**src/rtl/text_renderer_param.sv**
```systemverilog
`timescale 1ns/1ps
// Renders a vertical column of product-ID glyphs onto a raster with a 2-cycle pixel pipeline,
// a double-buffered ID bank committed at frame start, and a blinking inverted cursor cell.
module text_renderer_param #(
  parameter int unsigned N_SLOTS      = 12,
  parameter int unsigned ID_W         = 4,
  parameter int unsigned GLYPH_W      = 7,
  parameter int unsigned GLYPH_H      = 9,
  parameter int unsigned X0           = 16,
  parameter int unsigned Y0           = 16,
  parameter int unsigned ROW_GAP      = 3,
  parameter int unsigned BLINK_FRAMES = 32,
  localparam int unsigned CUR_W       = (N_SLOTS > 1) ? $clog2(N_SLOTS) : 1
) (
  input  logic                      CLK,
  input  logic                      RST,
  input  logic [N_SLOTS*ID_W-1:0]   ids_in,
  input  logic                      ids_valid,
  output logic                      ids_ready,
  input  logic [9:0]                H_counter,
  input  logic [9:0]                V_counter,
  input  logic [CUR_W-1:0]          cursor_idx,
  input  logic                      cursor_en,
  output logic                      output_bit
);

  localparam int unsigned GLYPH_BITS = GLYPH_W * GLYPH_H;
  localparam int unsigned SLOT_PITCH = GLYPH_H + ROW_GAP;
  localparam int unsigned ROW_W      = (GLYPH_H > 1) ? $clog2(GLYPH_H) : 1;
  localparam int unsigned COL_W      = (GLYPH_W > 1) ? $clog2(GLYPH_W) : 1;
  localparam int unsigned IDX_W      = (GLYPH_BITS > 1) ? $clog2(GLYPH_BITS) : 1;
  localparam int unsigned BLINK_W    = (BLINK_FRAMES > 1) ? $clog2(BLINK_FRAMES) : 1;
  localparam int unsigned BANK_W     = N_SLOTS * ID_W;

  logic [BANK_W-1:0]  pend_q, pend_d, act_q, act_d;
  logic               ready_q, ready_d;
  logic [BLINK_W-1:0] blink_cnt_q, blink_cnt_d;
  logic               blink_q, blink_d;
  logic               s1_in_q, s1_in_d;
  logic [CUR_W-1:0]   s1_slot_q, s1_slot_d;
  logic [ROW_W-1:0]   s1_row_q, s1_row_d;
  logic [COL_W-1:0]   s1_col_q, s1_col_d;
  logic               out_q, out_d;
  logic               frame_start_c;
  logic               hit_row_c, hit_col_c;

  // Glyph table: 7-bit rows, top row first; ID 0 and all-ones IDs are overridden.
  function automatic logic [GLYPH_BITS-1:0] glyph_rom(input logic [ID_W-1:0] id);
    logic [62:0] g;
    case (4'(id))
      4'd1:  g = {7'b0001000,7'b0011000,7'b0101000,7'b0001000,7'b0001000,7'b0001000,7'b0001000,7'b0001000,7'b0111110};
      4'd2:  g = {7'b0011100,7'b0100010,7'b0000010,7'b0000100,7'b0001000,7'b0010000,7'b0100000,7'b0100000,7'b0111110};
      4'd3:  g = {7'b0111100,7'b0000010,7'b0000010,7'b0011100,7'b0000010,7'b0000010,7'b0000010,7'b0000010,7'b0111100};
      4'd4:  g = {7'b0000100,7'b0001100,7'b0010100,7'b0100100,7'b0111110,7'b0000100,7'b0000100,7'b0000100,7'b0000100};
      4'd5:  g = {7'b0111110,7'b0100000,7'b0100000,7'b0111100,7'b0000010,7'b0000010,7'b0000010,7'b0100010,7'b0011100};
      4'd6:  g = {7'b0011100,7'b0100000,7'b0100000,7'b0111100,7'b0100010,7'b0100010,7'b0100010,7'b0100010,7'b0011100};
      4'd7:  g = {7'b0111110,7'b0000010,7'b0000100,7'b0000100,7'b0001000,7'b0001000,7'b0010000,7'b0010000,7'b0010000};
      4'd8:  g = {7'b0011100,7'b0100010,7'b0100010,7'b0011100,7'b0100010,7'b0100010,7'b0100010,7'b0100010,7'b0011100};
      4'd9:  g = {7'b0011100,7'b0100010,7'b0100010,7'b0100010,7'b0011110,7'b0000010,7'b0000010,7'b0000010,7'b0011100};
      4'd10: g = {7'b0011100,7'b0100010,7'b0100010,7'b0100010,7'b0111110,7'b0100010,7'b0100010,7'b0100010,7'b0100010};
      4'd11: g = {7'b0111100,7'b0100010,7'b0100010,7'b0111100,7'b0100010,7'b0100010,7'b0100010,7'b0100010,7'b0111100};
      4'd12: g = {7'b0011100,7'b0100010,7'b0100000,7'b0100000,7'b0100000,7'b0100000,7'b0100000,7'b0100010,7'b0011100};
      4'd13: g = {7'b0111000,7'b0100100,7'b0100010,7'b0100010,7'b0100010,7'b0100010,7'b0100010,7'b0100100,7'b0111000};
      4'd14: g = {7'b0111110,7'b0100000,7'b0100000,7'b0111100,7'b0100000,7'b0100000,7'b0100000,7'b0100000,7'b0111110};
      default: g = {7'b0111110,7'b0100010,7'b0100010,7'b0100010,7'b0100010,7'b0100010,7'b0100010,7'b0100010,7'b0111110};
    endcase
    if (id == '0)      return '0;
    else if (id == '1) return '1;
    else               return GLYPH_BITS'(g);
  endfunction

  assign frame_start_c = (H_counter == '0) && (V_counter == '0);

  // Bank handoff and blink timing; commits only at frame start so the active bank is stable per frame.
  always_comb begin
    pend_d      = pend_q;
    act_d       = act_q;
    ready_d     = ready_q;
    blink_cnt_d = blink_cnt_q;
    blink_d     = blink_q;
    if (frame_start_c && !ready_q) begin
      act_d   = pend_q;
      ready_d = 1'b1;
    end
    if (ids_valid && ready_q) begin
      pend_d  = ids_in;
      ready_d = 1'b0;
    end
    if (frame_start_c) begin
      if (blink_cnt_q == BLINK_W'(BLINK_FRAMES - 1)) begin
        blink_cnt_d = '0;
        blink_d     = !blink_q;
      end else begin
        blink_cnt_d = blink_cnt_q + BLINK_W'(1);
      end
    end
  end

  // Stage 1: locate the slot cell and local row/column.
  always_comb begin
    hit_row_c = 1'b0;
    s1_slot_d = '0;
    s1_row_d  = '0;
    for (int unsigned s = 0; s < N_SLOTS; s++) begin
      if (({1'b0, V_counter} >= 11'(Y0 + s * SLOT_PITCH)) &&
          ({1'b0, V_counter} <  11'(Y0 + s * SLOT_PITCH + GLYPH_H))) begin
        hit_row_c = 1'b1;
        s1_slot_d = CUR_W'(s);
        s1_row_d  = ROW_W'({1'b0, V_counter} - 11'(Y0 + s * SLOT_PITCH));
      end
    end
    hit_col_c = ({1'b0, H_counter} >= 11'(X0)) && ({1'b0, H_counter} < 11'(X0 + GLYPH_W));
    s1_col_d  = hit_col_c ? COL_W'({1'b0, H_counter} - 11'(X0)) : '0;
    s1_in_d   = hit_row_c && hit_col_c;
  end

  // Stage 2: ROM lookup, bit select, cursor inversion.
  always_comb begin
    logic [ID_W-1:0]       id;
    logic [GLYPH_BITS-1:0] glyph;
    logic [IDX_W-1:0]      pix_idx;
    logic                  hl;
    id = '0;
    for (int unsigned s = 0; s < N_SLOTS; s++) begin
      if (s1_slot_q == CUR_W'(s)) id = act_q[(N_SLOTS - 1 - s) * ID_W +: ID_W];
    end
    glyph   = glyph_rom(id);
    pix_idx = IDX_W'((GLYPH_H - 1 - 32'(s1_row_q)) * GLYPH_W + (GLYPH_W - 1 - 32'(s1_col_q)));
    hl      = cursor_en && blink_q && (32'(cursor_idx) < N_SLOTS) && (cursor_idx == s1_slot_q);
    out_d   = s1_in_q && (glyph[pix_idx] ^ hl);
  end

  always_ff @(posedge CLK or posedge RST) begin
    if (RST) begin
      pend_q      <= '0;
      act_q       <= '0;
      ready_q     <= 1'b1;
      blink_cnt_q <= '0;
      blink_q     <= 1'b0;
      s1_in_q     <= 1'b0;
      s1_slot_q   <= '0;
      s1_row_q    <= '0;
      s1_col_q    <= '0;
      out_q       <= 1'b0;
    end else begin
      pend_q      <= pend_d;
      act_q       <= act_d;
      ready_q     <= ready_d;
      blink_cnt_q <= blink_cnt_d;
      blink_q     <= blink_d;
      s1_in_q     <= s1_in_d;
      s1_slot_q   <= s1_slot_d;
      s1_row_q    <= s1_row_d;
      s1_col_q    <= s1_col_d;
      out_q       <= out_d;
    end
  end

  assign ids_ready  = ready_q;
  assign output_bit = out_q;

endmodule

```
**config.mk**
```make
export PLATFORM = sky130hd
export DESIGN_NAME = text_renderer_param
export DESIGN_NICKNAME = d
export VERILOG_FILES = /design/src/rtl/text_renderer_param.sv
export SDC_FILE = /design/constraint.sdc
export NUM_CORES = 1
export LEC_CHECK = 0
export ABC_CLOCK_PERIOD_IN_PS = 9480
export CORE_AREA = 2 2 138 140
export CTS_CLUSTER_DIAMETER = 120
export DETAILED_ROUTE_END_ITERATION = 8
export DIE_AREA = 0 0 140 142
export GPL_TIMING_DRIVEN = 0
export PLACE_DENSITY_LB_ADDON = 0.08
export SLEW_MARGIN = 20
export SYNTH_ARGS = -nofsm -noshare
export SYNTH_HDL_FRONTEND = slang
export SYNTH_SLANG_ARGS = --single-unit
export TNS_END_PERCENT = 10
```
**constraint.sdc**
```tcl
create_clock -name CLK -period 9.48 [get_ports CLK]
set_input_delay 2.37 -clock CLK [delete_from_list [all_inputs] [get_ports CLK]]
set_output_delay 2.37 -clock CLK [all_outputs]
set_load 0.01 [all_outputs]
```
==> metrics.txt <==
Clock H-tree levels=4; Layout area overhead=23.24%; CTS tree=built; gpl congestion=0.9042; Layout Cells excl Fill=1049; Via Count=6139; failing checks=design-rule violations; Synth Flop Type=dfrtp_1; Post-synth EDFFs=0; Place WS=3069 ps; top-count cell post-synth=dfrtp_1; pwr dens=170.5 nW/um2; Clock Latency Late Sink=420 ps; DP HPWL=16220 um; drt drc=2; CP Class=in2reg; Max Root-Sink Buffers=2; Post-DRT Antenna Nets=0; unrepaired setup endpoints after global routing=no; Final Cycle Share=62.96%; outcome=finished, violations left; Worst EP required=9780 ps; Cells after Synth=706; synth cell count leaders=dfrtp_1, mux2_2, nand2_1, inv_1, o21ai_0; Fmax=167.5 MHz; Die Y=142 um; Mapped Avg Cell Area=10.31 um2; final worst setup slack=3511 ps; Final min period=5969 ps; max-slew violation count=0; sequential cell area fraction in the yosys report=39.90%; root buffer cell=clkbuf_16; Crit Path Max Fanout=10; cts hold-fix bufs=0; #FFs+latches synth=116; post-cts sizing count=0; Yosys Warn Count=0; GRT met2 Usage=36.87%; first drt pass iteration count=7; Die Span X=140 um; vias in the first global route=6390; syn_nets=813; Post-CTS Setup Bufs=0; Clock transition at path regs=60 ps; # port buffers=76; Die Area=19880 um2; fillers=1662; CTS sink cnt=116; largest net degree at the start of global routing=81; ys async rst share=100.0%; Core ar.=18460 um2; initial antenna violation count=0; met3 GRT Util=4.677%; leading area contributor after synthesis=dfrtp_1; maximum VDD drop=0.0001156 V; clk_skew=9.566 ps; Worst Path Arrival=6260 ps; Most Crowded Layer GR=met2; final wirelength=21810 um; Leakage=4.073 nW; Worst slew margin=25.76%; final setup fails=0; Yosys cell types=79; initial core utilization=39.44%; CP Capture Type=flop; Top Ports=78; cell area after synthesis=7278 um2; top-area cell type share of the netlist area=39.54%; n_diodes=0; first-pass GRT wire length=35060 um; number of max-cap violations=0; layout cells sized above 1=20.37%; grt met1 use=30.62%; GRT Total Usage=22.80%; Routed wire per std cell=20.79 um; Remaining Overflow, GRT=0; crit path launch type=primary input; Placement Rows=50; Hold Vio Cnt, Final=0; Inst Count DP=1017; vias per cell=5.852; Hold Crit Class=reg2reg; initial DRC count=461; setup_tns=0 ps; actual slew at the worst max-slew pin=1111 ps; ranking of synthesized cells by area=dfrtp_1, mux2_2, ha_1, o21ai_0, nand2_1; Final nets=909; CTS buffer count=17
## final timing paths
kind                         startpoint         end  slack [ps]  cells past startpoint
hold reg to reg                 blink_q     blink_q         470                      1
setup / recovery           V_counter[3]   act_q[46]        3510                     10
min in group asynchronous           RST  pend_q[42]        2320                      2
hold / removal                  blink_q     blink_q         470                      1
max in group asynchronous           RST  pend_q[10]        6450                      3
setup reg to reg           s1_slot_q[1]  output_bit        3980                     17
## through the flow
step	hold WS (ps)	utilization (%)	cell area [um2]	power [mW]
after CTS	472.0	48.60	8970	1.538
after global routing	483.5	48.60	8970	1.594
after global placement	455.9	45.15	8332	0.8733
final	469.2	48.60	8970	1.529
after detailed placement	462.8	45.33	8366	0.8734
after floorplan	437.0	-	7278	0.7457
## state kept, by name (all words and copies together), names as in the netlist, 3 cells and up
name and cells:
act_q 48, pend_q 48, blink_cnt_q 5, s1_row_q 4
s1_slot_q 4, s1_col_q 3
## layout make-up
type / instances / area (um2) / area share [%]
Buffer: 46 / 215.2 / 2.399
Tap cell: 234 / 292.8 / 3.264
Timing Repair Buffer: 77 / 788.3 / 8.788
Clock inverter: 13 / 161.4 / 1.799
Clock buffer: 19 / 442.9 / 4.938
Sequential cell: 116 / 2904 / 32.38
Multi-Input combinational cell: 505 / 4009 / 44.69
Inverter: 39 / 156.4 / 1.744
## worst max-delay path: stages
cell	delay [ps]
clkdlybuf4s50_1	580
inv_1	230
ha_1	290
nand2_1	90
nor4_1	260
nand4_1	370
nor2_1	650
clkbuf_1	500
buf_1	510
mux2_2	400
## placed cells by master, fill, tap and decap left out, types with 6 or more instances in the layout
master           Yosys  layout
dfrtp_1            115     115
mux2_2             101     101
clkdlybuf4s50_1      0      76
nand2_1             41      41
inv_1               38      37
o21ai_0             37      37
nor2_1              34      34
clkbuf_1            26      27
ha_1                26      26
a21oi_1             22      22
nor3_1              18      18
clkbuf_16            0      17
nand3_1             15      15
a211oi_1            12      12
a31oi_1             12      12
xor2_1              11      11
nand2b_1            10      10
buf_2               10      10
mux2i_1              9       9
and2_1               7       7
o31ai_1              7       7
xnor2_1              7       7
a21o_1               7       7
inv_6                0       7
nor4_1               6       6
and3_1               6       6
nor2b_1              6       6
o211ai_1             6       6
## layer usage
metal / part of all wire [%] / wire length [um] / vias up
li1: - / - / 2806
met1: 46 / 10100 / 3056
met2: 46 / 10040 / 234
met3: 4.9 / 1076 / 43
met4: 2.7 / 598 / 0
met5: 0 / 0 / -
## cells by family after synthesis
| kind of cell | Yosys count | share of synthesized area [%] |
|---|---|---|
| and+or+nand+nor | 173 | 12.19 |
| xor gates and xnor gates | 18 | 2.166 |
| muxes | 114 | 17.95 |
| adders and majority gates | 31 | 5.845 |
| DFF | 116 | 39.90 |
| buffers and inverters | 85 | 5.037 |
| AOI/OAI and AO/OA | 169 | 16.92 |
## report_power, final
part           leakage (nW)  switching [mW]  internal [mW]
clock                 0.298           0.255          0.404
combinational          2.17           0.226          0.147
sequential             1.61         0.00187          0.497
Power figures use the tool's default switching activity.
